<file path="src/rtl/boot_loader_pkg.sv">
// boot_loader_pkg
//   Shared constants for the boot loader: default bus widths, the default
//   number of words copied at boot, and the FSM state encodings.
package boot_loader_pkg;

    localparam int ADDR_SIZE          = 16;
    localparam int WORD_SIZE          = 16;
    localparam int BOOT_WORDS_DEFAULT = 3;

    localparam logic [2:0] IDLE    = 3'd0;
    localparam logic [2:0] FETCH   = 3'd1;
    localparam logic [2:0] CAPTURE = 3'd2;
    localparam logic [2:0] WRITE   = 3'd3;
    localparam logic [2:0] DONE    = 3'd4;

endpackage

</file>
<file path="src/rtl/boot_loader_if.sv">
// boot_loader_if
//   Bundles the ROM read side and RAM write side of the boot path.
//   master : the loader (drives addresses, write request/data, status)
//   slave  : the memory side (drives ROM data and RAM acknowledge)
//   rom_addr/rom_data : ROM address out, shared ROM data bus in
//   ram_we/ram_addr/ram_wdata/ram_ack : RAM write request and acknowledge
//   boot_done/word_cnt : copy status
interface boot_loader_if
    import boot_loader_pkg::*;
#(
    parameter int ADDR_W = ADDR_SIZE,
    parameter int DATA_W = WORD_SIZE
);
    logic [ADDR_W-1:0] rom_addr;
    logic [DATA_W-1:0] rom_data;
    logic              ram_we;
    logic [ADDR_W-1:0] ram_addr;
    logic [DATA_W-1:0] ram_wdata;
    logic              ram_ack;
    logic              boot_done;
    logic [ADDR_W-1:0] word_cnt;

    modport master (
        output rom_addr, ram_we, ram_addr, ram_wdata, boot_done, word_cnt,
        input  rom_data, ram_ack
    );

    modport slave (
        input  rom_addr, ram_we, ram_addr, ram_wdata, boot_done, word_cnt,
        output rom_data, ram_ack
    );
endinterface

</file>
<file path="src/rtl/boot_settle_cnt.sv">
// boot_settle_cnt
//   Down-counter that times how long the ROM address is held before the
//   data bus is sampled. While load is high it sits at SETTLE-1; while load
//   is low it counts down to zero and stays there.
//   clk  : clock
//   rst  : synchronous active-high reset
//   load : reload request (high whenever the loader is not fetching)
//   zero : count has reached zero, data may be captured after this cycle
module boot_settle_cnt #(
    parameter int SETTLE = 1
) (
    input  logic clk,
    input  logic rst,
    input  logic load,
    output logic zero
);
    // Holds SETTLE-1, so SETTLE=1 needs a single bit.
    localparam int CNT_W = (SETTLE > 1) ? $clog2(SETTLE) : 1;
    localparam logic [CNT_W-1:0] LOAD_VAL = CNT_W'(SETTLE - 1);

    logic [CNT_W-1:0] cnt_q;
    logic [CNT_W-1:0] cnt_d;

    always_comb begin
        cnt_d = cnt_q;
        if (load) begin
            cnt_d = LOAD_VAL;
        end else if (cnt_q != '0) begin
            cnt_d = cnt_q - CNT_W'(1);
        end
    end

    always_ff @(posedge clk) begin
        if (rst) begin
            cnt_q <= LOAD_VAL;
        end else begin
            cnt_q <= cnt_d;
        end
    end

    assign zero = (cnt_q == '0);
endmodule

</file>
<file path="src/rtl/boot_loader.sv">
// boot_loader
//   Copies BOOT_WORDS words from the program ROM into RAM after reset, then
//   raises a sticky boot_done so the CPU can take over the shared bus.
//   Each word: hold rom_addr for SETTLE cycles (FETCH), latch rom_data and
//   present the RAM write (CAPTURE), hold the write until ram_ack (WRITE).
//   clk : clock, rst : synchronous active-high reset
//   bus : boot_loader_if master modport (ROM address/data, RAM write
//         handshake, boot_done, word_cnt); all outputs are registered.
module boot_loader
    import boot_loader_pkg::*;
#(
    parameter int ADDR_W     = ADDR_SIZE,
    parameter int DATA_W     = WORD_SIZE,
    parameter int BOOT_WORDS = BOOT_WORDS_DEFAULT,
    parameter int ADDR_STEP  = 2,
    parameter int RAM_BASE   = 0,
    parameter int SETTLE     = 1
) (
    input  logic          clk,
    input  logic          rst,
    boot_loader_if.master bus
);
    localparam logic [ADDR_W-1:0] STEP_A = ADDR_W'(ADDR_STEP);
    localparam logic [ADDR_W-1:0] BASE_A = ADDR_W'(RAM_BASE);
    localparam logic [ADDR_W-1:0] LAST_A = ADDR_W'(BOOT_WORDS);

    logic [2:0]        state_q,     state_d;
    logic [ADDR_W-1:0] rom_addr_q,  rom_addr_d;
    logic              ram_we_q,    ram_we_d;
    logic [ADDR_W-1:0] ram_addr_q,  ram_addr_d;
    logic [DATA_W-1:0] ram_wdata_q, ram_wdata_d;
    logic              boot_done_q, boot_done_d;
    logic [ADDR_W-1:0] word_cnt_q,  word_cnt_d;

    logic              settle_zero;
    logic [ADDR_W-1:0] word_cnt_inc;

    // The counter reloads in every state except FETCH, so it is already
    // primed with SETTLE-1 on the first FETCH cycle.
    boot_settle_cnt #(
        .SETTLE (SETTLE)
    ) u_settle (
        .clk  (clk),
        .rst  (rst),
        .load (state_q != FETCH),
        .zero (settle_zero)
    );

    assign word_cnt_inc = word_cnt_q + ADDR_W'(1);

    always_comb begin
        state_d     = state_q;
        rom_addr_d  = rom_addr_q;
        ram_we_d    = ram_we_q;
        ram_addr_d  = ram_addr_q;
        ram_wdata_d = ram_wdata_q;
        boot_done_d = boot_done_q;
        word_cnt_d  = word_cnt_q;

        case (state_q)
            IDLE: begin
                if (BOOT_WORDS == 0) begin
                    state_d = DONE;
                end else begin
                    state_d = FETCH;
                end
            end

            FETCH: begin
                if (settle_zero) begin
                    state_d = CAPTURE;
                end
            end

            CAPTURE: begin
                // rom_data is copied unchecked; address wraps modulo 2**ADDR_W.
                ram_wdata_d = bus.rom_data;
                ram_addr_d  = BASE_A + word_cnt_q * STEP_A;
                ram_we_d    = 1'b1;
                state_d     = WRITE;
            end

            WRITE: begin
                if (bus.ram_ack) begin
                    ram_we_d   = 1'b0;
                    word_cnt_d = word_cnt_inc;
                    if (word_cnt_inc == LAST_A) begin
                        // Raise boot_done on the committing edge itself.
                        state_d     = DONE;
                        boot_done_d = 1'b1;
                    end else begin
                        rom_addr_d = rom_addr_q + STEP_A;
                        state_d    = FETCH;
                    end
                end
            end

            DONE: begin
                // Also covers the empty-copy path, which enters DONE
                // straight from IDLE without a committing write.
                boot_done_d = 1'b1;
                ram_we_d    = 1'b0;
            end

            default: begin
                state_d  = IDLE;
                ram_we_d = 1'b0;
            end
        endcase
    end

    always_ff @(posedge clk) begin
        if (rst) begin
            state_q     <= IDLE;
            rom_addr_q  <= '0;
            ram_we_q    <= 1'b0;
            ram_addr_q  <= '0;
            ram_wdata_q <= '0;
            boot_done_q <= 1'b0;
            word_cnt_q  <= '0;
        end else begin
            state_q     <= state_d;
            rom_addr_q  <= rom_addr_d;
            ram_we_q    <= ram_we_d;
            ram_addr_q  <= ram_addr_d;
            ram_wdata_q <= ram_wdata_d;
            boot_done_q <= boot_done_d;
            word_cnt_q  <= word_cnt_d;
        end
    end

    assign bus.rom_addr  = rom_addr_q;
    assign bus.ram_we    = ram_we_q;
    assign bus.ram_addr  = ram_addr_q;
    assign bus.ram_wdata = ram_wdata_q;
    assign bus.boot_done = boot_done_q;
    assign bus.word_cnt  = word_cnt_q;
endmodule

</file>
<file path="src/flat_wrapper.sv">
// flat-port wrapper written by rule: the top's interface ports become plain ports
module boot_loader_flat import boot_loader_pkg::*;
#(
    parameter int ADDR_W     = ADDR_SIZE,
    parameter int DATA_W     = WORD_SIZE,
    parameter int BOOT_WORDS = BOOT_WORDS_DEFAULT,
    parameter int ADDR_STEP  = 2,
    parameter int RAM_BASE   = 0,
    parameter int SETTLE     = 1
)
  (clk, rst, bus_rom_addr, bus_ram_we, bus_ram_addr, bus_ram_wdata, bus_boot_done, bus_word_cnt, bus_rom_data, bus_ram_ack);
  boot_loader_if #(.ADDR_W(ADDR_W), .DATA_W(DATA_W)) bus_i ();
  input  logic clk;
  input  logic rst;
  output wire logic [$bits(bus_i.rom_addr)-1:0] bus_rom_addr;
  output wire logic [$bits(bus_i.ram_we)-1:0] bus_ram_we;
  output wire logic [$bits(bus_i.ram_addr)-1:0] bus_ram_addr;
  output wire logic [$bits(bus_i.ram_wdata)-1:0] bus_ram_wdata;
  output wire logic [$bits(bus_i.boot_done)-1:0] bus_boot_done;
  output wire logic [$bits(bus_i.word_cnt)-1:0] bus_word_cnt;
  input wire logic [$bits(bus_i.rom_data)-1:0] bus_rom_data;
  input wire logic [$bits(bus_i.ram_ack)-1:0] bus_ram_ack;
  assign bus_rom_addr = bus_i.rom_addr;
  assign bus_ram_we = bus_i.ram_we;
  assign bus_ram_addr = bus_i.ram_addr;
  assign bus_ram_wdata = bus_i.ram_wdata;
  assign bus_boot_done = bus_i.boot_done;
  assign bus_word_cnt = bus_i.word_cnt;
  assign bus_i.rom_data = bus_rom_data;
  assign bus_i.ram_ack = bus_ram_ack;
  boot_loader #(.ADDR_W(ADDR_W), .DATA_W(DATA_W), .BOOT_WORDS(BOOT_WORDS), .ADDR_STEP(ADDR_STEP), .RAM_BASE(RAM_BASE), .SETTLE(SETTLE)) u_core (.clk(clk), .rst(rst), .bus(bus_i));
endmodule
</file>
<file path="config.mk">
export PLATFORM = sky130hd
export DESIGN_NAME = boot_loader_flat
export DESIGN_NICKNAME = d
export VERILOG_FILES = /design/src/rtl/boot_loader_pkg.sv /design/src/rtl/boot_loader_if.sv /design/src/rtl/boot_settle_cnt.sv /design/src/rtl/boot_loader.sv /design/src/flat_wrapper.sv
export SDC_FILE = /design/constraint.sdc
export NUM_CORES = 1
export LEC_CHECK = 0
export ABC_AREA = 1
export CORE_ASPECT_RATIO = 1.5
export CORE_UTILIZATION = 43
export CTS_CLUSTER_DIAMETER = 80
export DETAILED_ROUTE_END_ITERATION = 10
export GPL_TIMING_DRIVEN = 1
export PLACE_DENSITY = 0.73
export SLEW_MARGIN = 20
export SYNTH_ARGS = -nofsm -noshare
export SYNTH_HDL_FRONTEND = slang
export SYNTH_SLANG_ARGS = --single-unit
</file>
<file path="constraint.sdc">
create_clock -name clk -period 2.3 [get_ports clk]
set_clock_uncertainty 0.15 [all_clocks]
set_input_delay 0.23 -clock clk [delete_from_list [all_inputs] [get_ports clk]]
set_output_delay 0.23 -clock clk [all_outputs]
set_load 0.005 [all_outputs]
</file>
==> qor.yml, run 1 <==
post-route-min-period_ns: 2.16
drive_gt1_share_pct: 14.2
cp_top_family: "simple AND/OR/NAND/NOR gates"
ys_warn_count: 0
finalPower_w: 0.00316
htree_levels: 3
cts_buffers: 9
path_buf_inv: 1
cp_slowest_cell: "dfxtp_1"
postSynthAreaPerCell_um2: 7.06
place_hpwl_mm: 6.75
grt_pass1_wl_mm: 15.0
fmax_mhz: 463
port_buffers: 82
syn_area_um2: 3420
route.detailed.drc: 0
path_cells: "nand2_1, nor2_1, nand2_1, nand2_1, nand2_1, nand3b_4, nor2_2, nand2_2, nand2_4, buf_12, nand2_1, a21oi_1"
synth_area_leaders: "dfxtp_1 (40%), nand2_1 (13%), nand3_1 (7.5%), a21oi_1 (7.2%), inv_1 (5.9%)"
final_common_cell: "nand2_1"
finalWorstSetupSlack_ns: 0.141
n_antenna_cell: 0
core_area_um2: 7660
intPower_w: 0.00230
worstPathMaxFanout: 13
reg2reg_slack_ns: 0.14
synth_cell_types: 32
fill_cells: 725
crit_top_cell: "nand2_1"
p_leak_nw: 1.77
postCtsSetupBuffers: 0
pre_cts_slack_ns: 0.0925
powerDensity_nw_per_um2: 673
start_util_pct: 44.6
period_share_pct: 93.9
grt_max_degree: 22
irDropWorstVdd_uv: 725
antenna_found_initial: 0
ys_seq_elements: 68
cp-start-kind: "flop"
async_flop_share_pct: 0
wl_per_cell_um: 13.8
pwr-share-comb_pct: 16.0
synthCells: 484
drt_iter0_markers: 153
pwr-share-seq_pct: 41.0
drv_slew: 0
io_pins: 85
die_w_um: 74.8
place.gp.congestion: 0.921
slowest_delay_ns: 0.45
synth.top_cell.area_share_pct: 39.9
floorplan.rows: 39
cts_buffer_depth: 2
clk_pin_slew_ns: 0.06
switching_share_pct: 27.3
final-hold-violation-count: 0
fin_setup_tns_ns: 0
die_y_um: 111
max-cap-violations: 0
grt_use_total_pct: 23.8
multi_input_area_um2: 1750
arrival_ns: 2.28
setup_viol: 0
cts_tree: "yes"
worstPathRequired_ns: 2.42
hold_class: "in2reg"
grt_pass1_vias: 3280
finalNetCount: 593
ys_seq_area_share_pct: 39.9
worstSkewPairLatency_ns: 0.34
area_delta_synth_final_pct: 37.5
clkPwrFrac_pct: 43.0
postRouteAntennaNets: 0
vias: 3462
grt.overflow.total: 0
dieArea_um2: 8310
synthFlopType: "dfxtp_1"
regArea_um2: 1370
p_sw_w: 0.000865
synth_top_area_cell: "dfxtp_1"
outcome: "completed"
cp-end-kind: "flop"
wirelength_mm: 9.34
root_buffer: "clkbuf_16"
cts_sinks: 68
synth_edf_count: 0
vias_per_cell: 5.11
critPathKind: "reg2reg"
dr.pass1.iters: 4
final_cell_mix: "nand2_1 (115), clkdlybuf4s50_1 (81), dfxtp_1 (61), inv_1 (54), nand3_1 (51)"
==> per-stage QoR <==
stage | hold WS [ns] | instance area, um2 | utilization (%) | std cells
2_1_floorplan | 0.248 | 3420 | - | 486
3_3_place_gp | 0.301 | 4370 | 57.1 | 662
3_5_place_dp | 0.303 | 4370 | 57.1 | 662
4_1_cts | 0.120 | 4670 | 60.9 | 678
5_1_grt | 0.146 | 4700 | 61.3 | 678
6_report | 0.134 | 4700 | 61.3 | 678
==> power groups by stage <==
stage | logic (W) | registers (W) | clock network [W]
6_report | 0.000506 | 0.00130 | 0.00136
5_1_grt | 0.000558 | 0.00130 | 0.00143
4_1_cts | 0.000505 | 0.00129 | 0.00138
3_5_place_dp | 0.000500 | 0.00132 | 0
3_3_place_gp | 0.000490 | 0.00132 | 0
2_1_floorplan | 0.000271 | 0.00131 | 0
==> synthesized netlist by cell type, types with 4 or more instances <==
cell type,count
nand2_1,115
dfxtp_1,68
inv_1,54
nand3_1,51
a21oi_1,49
nor2_1,27
clkbuf_1,16
nand2_2,16
o21ai_0,13
xor2_1,11
a21oi_2,10
nor2_2,9
nand4_1,6
nor3_1,5
o211ai_1,4
xnor2_1,4
==> logic make-up after synthesis <==
| logic type | synth area share (%) |
|---|---|
| AO/OA/AOI/OAI | 13.2 |
| XOR/XNOR | 3.85 |
| buffers and inverters | 9.67 |
| AND/OR/NAND/NOR | 32.3 |
| flip-flops | 39.9 |
| adder cells (fa/ha/maj) | 1.10 |
| other | 0.110 |
==> worst paths after layout <==
check                           cells past startpoint                            startpoint                              endpoint
worst max-delay path                               12   u_core.bus.word_cnt[8]$_SDFFE_PP0P_  u_core.bus.rom_addr[15]$_SDFFE_PP0P_
worst min-delay path                                2                                   rst   u_core.bus.rom_addr[9]$_SDFFE_PP0P_
worst max register to register                     12   u_core.bus.word_cnt[8]$_SDFFE_PP0P_  u_core.bus.rom_addr[15]$_SDFFE_PP0P_
worst min register to register                      2  u_core.bus.ram_addr[13]$_SDFFE_PP0P_  u_core.bus.ram_addr[13]$_SDFFE_PP0P_
==> sequential cells by signal (all words and copies together), names as in the netlist <==
register	flops
u_core.bus.ram_wdata	16
u_core.bus.word_cnt	16
u_core.bus.ram_addr	15
u_core.bus.rom_addr	15
u_core.state_q	3
u_core.bus.boot_done	1
u_core.bus.ram_we	1
u_core.u_settle.cnt_q	1
==> what timing repair did <==
action | 4_1_cts | 5_1_grt
hold buffers | 0 | 0
resized for setup | 0 | 13
endpoints found under the setup margin | 0 | 17
==> layout make-up <==
type	instances	area share, %
multi-input combinational	339	37.2
sequential	68	29.2
timing repair buffer	97	20.0
clock buffer	10	4.87
inverter	56	4.53
tap	102	2.72
clock inverter	6	1.39
==> worst register-to-register path, stage by stage, from the launching register on <==
cell      delay (ns)
dfxtp_1         0.45
nand2_1         0.17
nor2_1          0.25
nand2_1         0.08
nand2_1         0.06
nand2_1         0.11
nand3b_4        0.18
nor2_2          0.14
nand2_2         0.08
nand2_4         0.09
buf_12          0.15
nand2_1         0.07
a21oi_1         0.13
==> routing by layer <==
layer / wire, um / global-route usage, % / vias up / share of wire, %
li1: - / - / 1719 / -
met1: 3640 / 25.3 / 1615 / 39
met2: 4930 / 41.6 / 99 / 53
met3: 374 / 4.27 / 29 / 4.0
met4: 401 / 14.6 / 0 / 4.3
met5: 0 / 0 / - / 0
(Power assumes the default switching activity.)
==> run 2, diff against run 1 <==
SKIP_LAST_GASP = 1   (was not set)
==> results of run 2 <==
The final DEF is identical to that of run 1; final timing and power are the same.
